<file path="src/rtl/riscv_fetch_unit.sv">
// Instruction fetch stage for the RV32I core: owns the PC, issues one word read
// at a time over req/ack, and buffers the returned word for decode.
module riscv_fetch_unit #(
  parameter logic [31:0] RESET_PC = 32'h0000_0000
) (
  input  logic        clk,
  input  logic        rst,
  output logic        imem_req,
  output logic [31:0] imem_addr,
  input  logic        imem_ack,
  input  logic [31:0] imem_rdata,
  input  logic        redirect_valid,
  input  logic [31:0] redirect_pc,
  input  logic        stall,
  output logic [31:0] instr,
  output logic [31:0] instr_pc,
  output logic        instr_valid,
  output logic [6:0]  opcode
);

  typedef enum logic [1:0] {IDLE, WAIT, DRAIN} state_t;

  state_t      state, state_next;
  logic [31:0] pc, pc_next;
  logic [31:0] req_addr, req_addr_next;
  logic [31:0] instr_next, instr_pc_next;
  logic        instr_valid_next;
  logic [31:0] target;
  logic        consume;

  assign target    = redirect_pc & 32'hFFFF_FFFC;
  assign consume   = instr_valid && !stall;
  assign imem_req  = (state == WAIT) || (state == DRAIN);
  assign imem_addr = req_addr;
  assign opcode    = instr[6:0];

  always_ff @(posedge clk) begin
    if (rst) begin
      state       <= IDLE;
      pc          <= RESET_PC;
      req_addr    <= RESET_PC;
      instr       <= 32'h0000_0013;
      instr_pc    <= 32'h0000_0000;
      instr_valid <= 1'b0;
    end else begin
      state       <= state_next;
      pc          <= pc_next;
      req_addr    <= req_addr_next;
      instr       <= instr_next;
      instr_pc    <= instr_pc_next;
      instr_valid <= instr_valid_next;
    end
  end

  // A request is only issued when the slot is free or being consumed, so a
  // fill can never collide with a live instruction and no skid buffer exists.
  always_comb begin
    state_next       = state;
    pc_next          = pc;
    req_addr_next    = req_addr;
    instr_next       = instr;
    instr_pc_next    = instr_pc;
    instr_valid_next = instr_valid && !consume;

    case (state)
      IDLE: begin
        if (redirect_valid) begin
          pc_next          = target;
          instr_valid_next = 1'b0;
        end else if (!instr_valid || !stall) begin
          req_addr_next = pc;
          state_next    = WAIT;
        end
      end
      WAIT: begin
        if (imem_ack) begin
          state_next = IDLE;
          if (redirect_valid) begin
            pc_next          = target;
            instr_valid_next = 1'b0;
          end else begin
            instr_next       = imem_rdata;
            instr_pc_next    = req_addr;
            instr_valid_next = 1'b1;
            pc_next          = pc + 32'd4;
          end
        end else if (redirect_valid) begin
          pc_next          = target;
          instr_valid_next = 1'b0;
          state_next       = DRAIN;
        end
      end
      DRAIN: begin
        // The stale access must complete on the bus; its data is thrown away.
        if (redirect_valid) begin
          pc_next = target;
        end
        if (imem_ack) begin
          state_next = IDLE;
        end
      end
      default: begin
        state_next = IDLE;
      end
    endcase
  end

endmodule

</file>
<file path="config.mk">
export PLATFORM = sky130hd
export DESIGN_NAME = riscv_fetch_unit
export DESIGN_NICKNAME = d
export VERILOG_FILES = /design/src/rtl/riscv_fetch_unit.sv
export SDC_FILE = /design/constraint.sdc
export NUM_CORES = 1
export LEC_CHECK = 0
export BUFFER_PORTS_ARGS = -buffer_cell sky130_fd_sc_hd__buf_2
export CORE_MARGIN = 8
export CORE_UTILIZATION = 48
export CTS_BUF_LIST = sky130_fd_sc_hd__clkbuf_8
export CTS_CLUSTER_SIZE = 20
export DETAILED_ROUTE_END_ITERATION = 7
export PLACE_DENSITY = 0.77
export SLEW_MARGIN = 25
export SYNTH_ARGS = -nofsm -noshare
export SYNTH_HDL_FRONTEND = slang
export SYNTH_SLANG_ARGS = --single-unit
</file>
<file path="constraint.sdc">
create_clock -name clk -period 2.16 [get_ports clk]
set_input_delay 0.216 -clock clk [delete_from_list [all_inputs] [get_ports clk]]
set_output_delay 0.216 -clock clk [all_outputs]
set_load 0.1 [all_outputs]
</file>
==> impl_metrics.tcl, run 1 <==
set metrics [dict create \
    syn_inst 721 \
    async_reset_ff_share_pct 0 \
    max_freq_mhz 482 \
    leakagePower_nw 3.20 \
    syn_area_per_cell_um2 7.73 \
    grt_max_degree 65 \
    rows 39 \
    cts.sinks 131 \
    place_area_um2 6640 \
    finalWeightedCongestion 0.868 \
    ys_seq_elements 131 \
    regArea_um2 2620 \
    mostFrequentLayoutCells "nand2_1, buf_2, dfxtp_1, a21oi_1, buf_4" \
    hold_path_class "in2reg" \
    antenna_found_initial 0 \
    diodes 0 \
    final_common_cell "nand2_1" \
    cts_buffer_depth 2 \
    path_max_fanout 6 \
    ir_drop_v 0.000801 \
    crit_arrival_ps 2440 \
    cellPowerDensity_nw_per_um2 806 \
    multiInputGateArea_um2 2670 \
    postLayoutSetupSlackWorst_ps 85.6 \
    synth_mux_area_share_pct 0.538 \
    yosysWarningCount 0 \
    firstDrtPassIters 5 \
    die_w_um 124 \
    final_util_pct 65.4 \
    final_cell_area_um2 7430 \
    layoutNonFillerInstCount 1068 \
    synth_edf_count 0 \
    drv_cap 0 \
    hold_violations 0 \
    fillers 1005 \
    synth.area.top_cells "dfxtp_1, nand2_1, a21oi_1" \
    final.setup.tns_ps 0 \
    io_pins 174 \
    io_buffers 171 \
    cts_made_buffers 17 \
    drt_iter0_drc 502 \
    grt_overflow 0 \
    skew_ps 10.4 \
    status "complete, no violations" \
    dp_cells 1008 \
    grtUsageTotal_pct 21.9 \
    synth_seq_area_share_pct 47.0 \
    synth-simple-area-share_pct 24.5 \
    wirelength_um 16800 \
    final_nets 986 \
    cts_max_level 4 \
    required_ps 2530 \
    hold_ws_ps 26.8 \
    route.detailed.drc 0 \
    maxSlewHeadroom_pct 54.0 \
    hpwl_um 11700 \
    grt_pass1_vias 5432 \
    viasPerCell 5.33 \
    synth_compound_area_share_pct 21.0 \
    drive_above_1_share_pct 27.2 \
    fin_crit_ps 2070 \
    cts_root_buffer "clkbuf_8" \
    design.die.area_um2 15300 \
    route.vias.total 5691 \
    worst_setup_path_end_kind "flip-flop" \
    yosysUniqueCellTypes 59 \
    core_region_area_um2 11400 \
    synth_top_area_share_pct 47.0 \
    setup_viol 0 \
    clkLatencyLatePin_ps 440 \
    syn_to_final_growth_pct 33.3 \
    period_share_pct 96.0 \
    cts_tree "yes" \
    die_height_um 124 \
    synth_xor_xnor_area_share_pct 0 \
    cts_setup_buffers 0 \
    initial_core_util_pct 49.0 \
    p_total_mw 6.00 \
    slew_viol_final 0 \
    place_ws_ps -10.7 \
    synth_fa_ha_area_share_pct 1.12 \
    wl_per_cell_um 15.8 \
    ys.flop_type "dfxtp_1" \
    syn-num-nets 795 \
    cts.clk_slew.worst_paths_ps 70 \
    tightest_slew_ps 688 \
    synth_top_family_by_area "simple AND/OR/NAND/NOR gates" \
    ant_nets 0 \
    syn-cell-area_um2 5580 \
    critPathKind "reg2reg" \
    cp-start-kind "flip-flop" \
    synth_area_leader_cell "dfxtp_1" \
    grt_pass1_wl_um 26800 \
]
[repair_timing]
item | 4_1_cts | 5_1_grt
pin swaps | 0 | 1
resized for setup | 1 | 6
setup endpoints to repair | 3 | 13
endpoints found under the hold margin | 28 | 0
hold buffers | 28 | 0
[worst paths after layout]
path,from,end,slack [ps],cells after the start
max,state[0]$_SDFFE_PP0P_,pc[31]$_SDFFE_PP0P_,90,7
max reg2reg,state[0]$_SDFFE_PP0P_,pc[31]$_SDFFE_PP0P_,90,7
min,imem_rdata[30],instr[30]$_SDFFE_PP0P_,30,3
min reg2reg,instr_pc[17]$_SDFFE_PP0P_,instr_pc[17]$_SDFFE_PP0P_,450,2
[cells by family after synthesis]
| group | Yosys count |
|---|---|
| AO/OA/AOI/OAI | 195 |
| adder cells (fa/ha/maj) | 5 |
| multiplexers | 3 |
| AND/OR/NAND/NOR | 311 |
| flip-flops | 131 |
| buffers and inverters | 76 |
[state kept, by name, indices dropped and copies added, names as in the netlist]
signal / count
imem_addr: 32
instr: 32
instr_pc: 32
pc: 32
state: 2
instr_valid: 1
[worst max-delay path: stages (launching register included)]
cell	delay, ps
dfxtp_1	330
inv_1	60
ha_1	220
or3b_4	450
nor3_4	160
nand4_4	150
or4_1	480
a31oi_1	160
[synth_stat cells, drive strengths merged, types with 3 or more instances]
| cell | count |
|---|---|
| nor3b | 3 |
| o211ai | 6 |
| o22ai | 5 |
| mux2i | 3 |
| a31oi | 5 |
| inv | 14 |
| dfxtp | 131 |
| nand3 | 16 |
| and2 | 3 |
| nor2 | 27 |
| o221a | 4 |
| nor2b | 3 |
| ha | 5 |
| o22a | 3 |
| a21oi | 120 |
| clkbuf | 47 |
| nand2 | 216 |
| a31o | 3 |
| and3 | 9 |
| a22oi | 7 |
| nand2b | 3 |
| a211oi | 3 |
| nor3 | 10 |
| a21o | 4 |
| o21ai | 13 |
| nand4 | 11 |
| buf | 15 |
| and4 | 3 |
[where the power goes]
group          total, mW  internal (mW)  switching, mW  leakage (nW)
logic              0.958          0.263          0.695          1.89
clock network       2.46           1.52          0.939         0.239
registers           2.58           2.50         0.0813          1.07
[per-layer routing]
| metal | global-route usage [%] | part of all wire, % |
|---|---|---|
| met5 | 0 | 0 |
| met4 | 9.03 | 1.9 |
| met3 | 5.76 | 7.1 |
| met2 | 35.9 | 50 |
| met1 | 26.8 | 41 |
[area by class of cell]
cell class / count / area share [%]
multi-input cells: 514 / 35.9
flip-flops and latches: 131 / 35.3
repair buffers: 234 / 19.2
clock buffers: 18 / 3.33
clock inverters: 14 / 3.13
well taps: 143 / 2.41
inverters: 14 / 0.707
Power figures use the tool's default switching activity.
==> inputs of run 2 (changes only) <==
--- a/config.mk
+++ b/config.mk
@@ -11,7 +11,7 @@
 export CTS_BUF_LIST = sky130_fd_sc_hd__clkbuf_8
 export CTS_CLUSTER_SIZE = 20
 export DETAILED_ROUTE_END_ITERATION = 7
-export PLACE_DENSITY = 0.77
+export PLACE_DENSITY = 0.79
 export SLEW_MARGIN = 25
 export SYNTH_ARGS = -nofsm -noshare
 export SYNTH_HDL_FRONTEND = slang
==> impl_metrics.tcl, run 2 (synthesized netlist as in run 1, its figures left out) <==
set metrics [dict create \
    cellPowerDensity_nw_per_um2 776 \
    grt_overflow 0 \
    max_freq_mhz 480 \
    cts_buffer_depth 2 \
    cts_made_buffers 17 \
    mostFrequentLayoutCells "nand2_1, buf_2, dfxtp_1, a21oi_1, buf_4" \
    design.die.area_um2 15300 \
    initial_core_util_pct 49.0 \
    slew_viol_final 0 \
    cts_tree "yes" \
    cts.sinks 131 \
    core_region_area_um2 11400 \
    viasPerCell 5.44 \
    clockPowerShare_pct 38.4 \
    hold_path_class "in2reg" \
    use_met2_pct 34.5 \
    pwr-share-seq_pct 44.8 \
    finalWeightedCongestion 0.884 \
    place_area_um2 6650 \
    critPathKind "reg2reg" \
    grt_pass1_vias 5272 \
    final_nets 987 \
    grt_use_met3_pct 5.03 \
    path_max_fanout 5 \
    antenna_found_initial 0 \
    cts_root_buffer "clkbuf_8" \
    drt_iter0_drc 456 \
    path_cells "inv_1 -> ha_2 -> or3b_4 -> nor3_4 -> nand4_4 -> or4b_1 -> o211ai_1" \
    setup_viol 0 \
    maxSlewHeadroom_pct 52.4 \
    crit_arrival_ps 2450 \
    required_ps 2520 \
    die_height_um 124 \
    firstDrtPassIters 5 \
    hpwl_um 11600 \
    path_delay_family "simple AND/OR/NAND/NOR gates" \
    cp-start-kind "flip-flop" \
    drv_cap 0 \
    worst_setup_path_end_kind "flip-flop" \
    leakagePower_nw 3.16 \
    slowest_stage "or4b_1" \
    wl_per_cell_um 15.9 \
    fillers 1014 \
    use_met1_pct 26.7 \
    fin_crit_ps 2080 \
    final.setup.tns_ps 0 \
    ant_nets 0 \
    grt_pass1_wl_um 26300 \
    ir_drop_v 0.000429 \
    cts.clk_slew.worst_paths_ps 80 \
    busiest_layer "met2" \
    hold_violations 0 \
    grt_max_degree 70 \
    cts_max_level 4 \
    tightest_slew_ps 712 \
    syn_to_final_growth_pct 33.0 \
    p_total_mw 5.76 \
    die_w_um 124 \
    rows 39 \
    swShare_pct 31.3 \
    crit_buf_inv 1 \
    io_pins 174 \
    skew_ps 8.06 \
    final_common_cell "nand2_1" \
    hold_ws_ps 23.4 \
    power_switching_mw 1.80 \
    route.vias.total 5828 \
    final_cell_area_um2 7410 \
    intPower_mw 3.95 \
    drive_above_1_share_pct 27.3 \
    max_stage_delay_ps 540 \
    rsz0062_at_grt "no" \
    io_buffers 171 \
    clkLatencyLatePin_ps 440 \
    grtUsageTotal_pct 21.4 \
    power_frac_comb_pct 16.8 \
    period_share_pct 96.5 \
    route.detailed.drc 0 \
    status "complete, no violations" \
    wirelength_um 17100 \
]
[run 2: changes by cell type in the layout (fill, tap and decap cells not counted), moves of 2 or more]
cell        before  now
ha_1             5    3
buf_12           2    4
inv_6            1    3
buf_4           34   32
diode_2          0    2
bufinv_16        6    3
clkinvlp_4       2    6
clkinv_2         4    1
ha_2             0    2
[run 2: metal layers]
layer	part of all wire [%]	wire, um
met1	41	7060
met2	49	8280
met3	7.8	1330
met4	2.3	397
met5	0	0
[run 2: final timing paths]
check / from / end / slack, ps / cells after the start
worst max-delay path: state[0]$_SDFFE_PP0P_ / pc[29]$_SDFFE_PP0P_ / 80 / 7
worst min-delay path: imem_rdata[20] / instr[20]$_SDFFE_PP0P_ / 20 / 3
worst max register to register: state[0]$_SDFFE_PP0P_ / pc[29]$_SDFFE_PP0P_ / 80 / 7
worst min register to register: instr_pc[20]$_SDFFE_PP0P_ / instr_pc[20]$_SDFFE_PP0P_ / 450 / 2
[run 2: final cells by class]
type / instances / area [um2] / area share [%]
diodes: 2 / 5.00 / 0.0675
clock buffers: 18 / 248 / 3.34
clock inverters: 14 / 178 / 2.40
inverters: 14 / 52.6 / 0.709
multi-input cells: 514 / 2670 / 36.0
flip-flops and latches: 131 / 2630 / 35.4
well taps: 143 / 179 / 2.41
repair buffers: 235 / 1460 / 19.7
[run 2: what timing repair did]
action | 4_1_cts | 5_1_grt
resized for setup | 1 | 7
buffers inserted | 0 | 2
hold buffers | 29 | 0
gates cloned | 0 | 0
hold endpoints to repair | 29 | 0
setup endpoints to repair | 2 | 12
pin swaps | 0 | 5
[run 2: power groups by stage]
stage | registers (mW) | clock network, mW | logic, mW
final | 2.58 | 2.21 | 0.966
after CTS | 2.58 | 2.23 | 0.957
after floorplan | 2.94 | 0 | 0.366
after global routing | 2.59 | 2.34 | 1.02
after detailed placement | 2.63 | 0 | 0.911
after global placement | 2.63 | 0 | 0.902
[run 2: worst min-delay path: stages]
cell     delay, ps
buf_2          100
nand2_1         50
a21oi_1         50
[run 2: metrics by stage]
stage	utilization [%]	instances	worst slack [ps]
2_1_floorplan	-	721	3.68
3_3_place_gp	58.5	1006	38.3
3_5_place_dp	58.5	1006	-10.1
4_1_cts	64.8	1067	30.3
5_1_grt	65.2	1069	12.8
6_report	65.2	1071	76.4
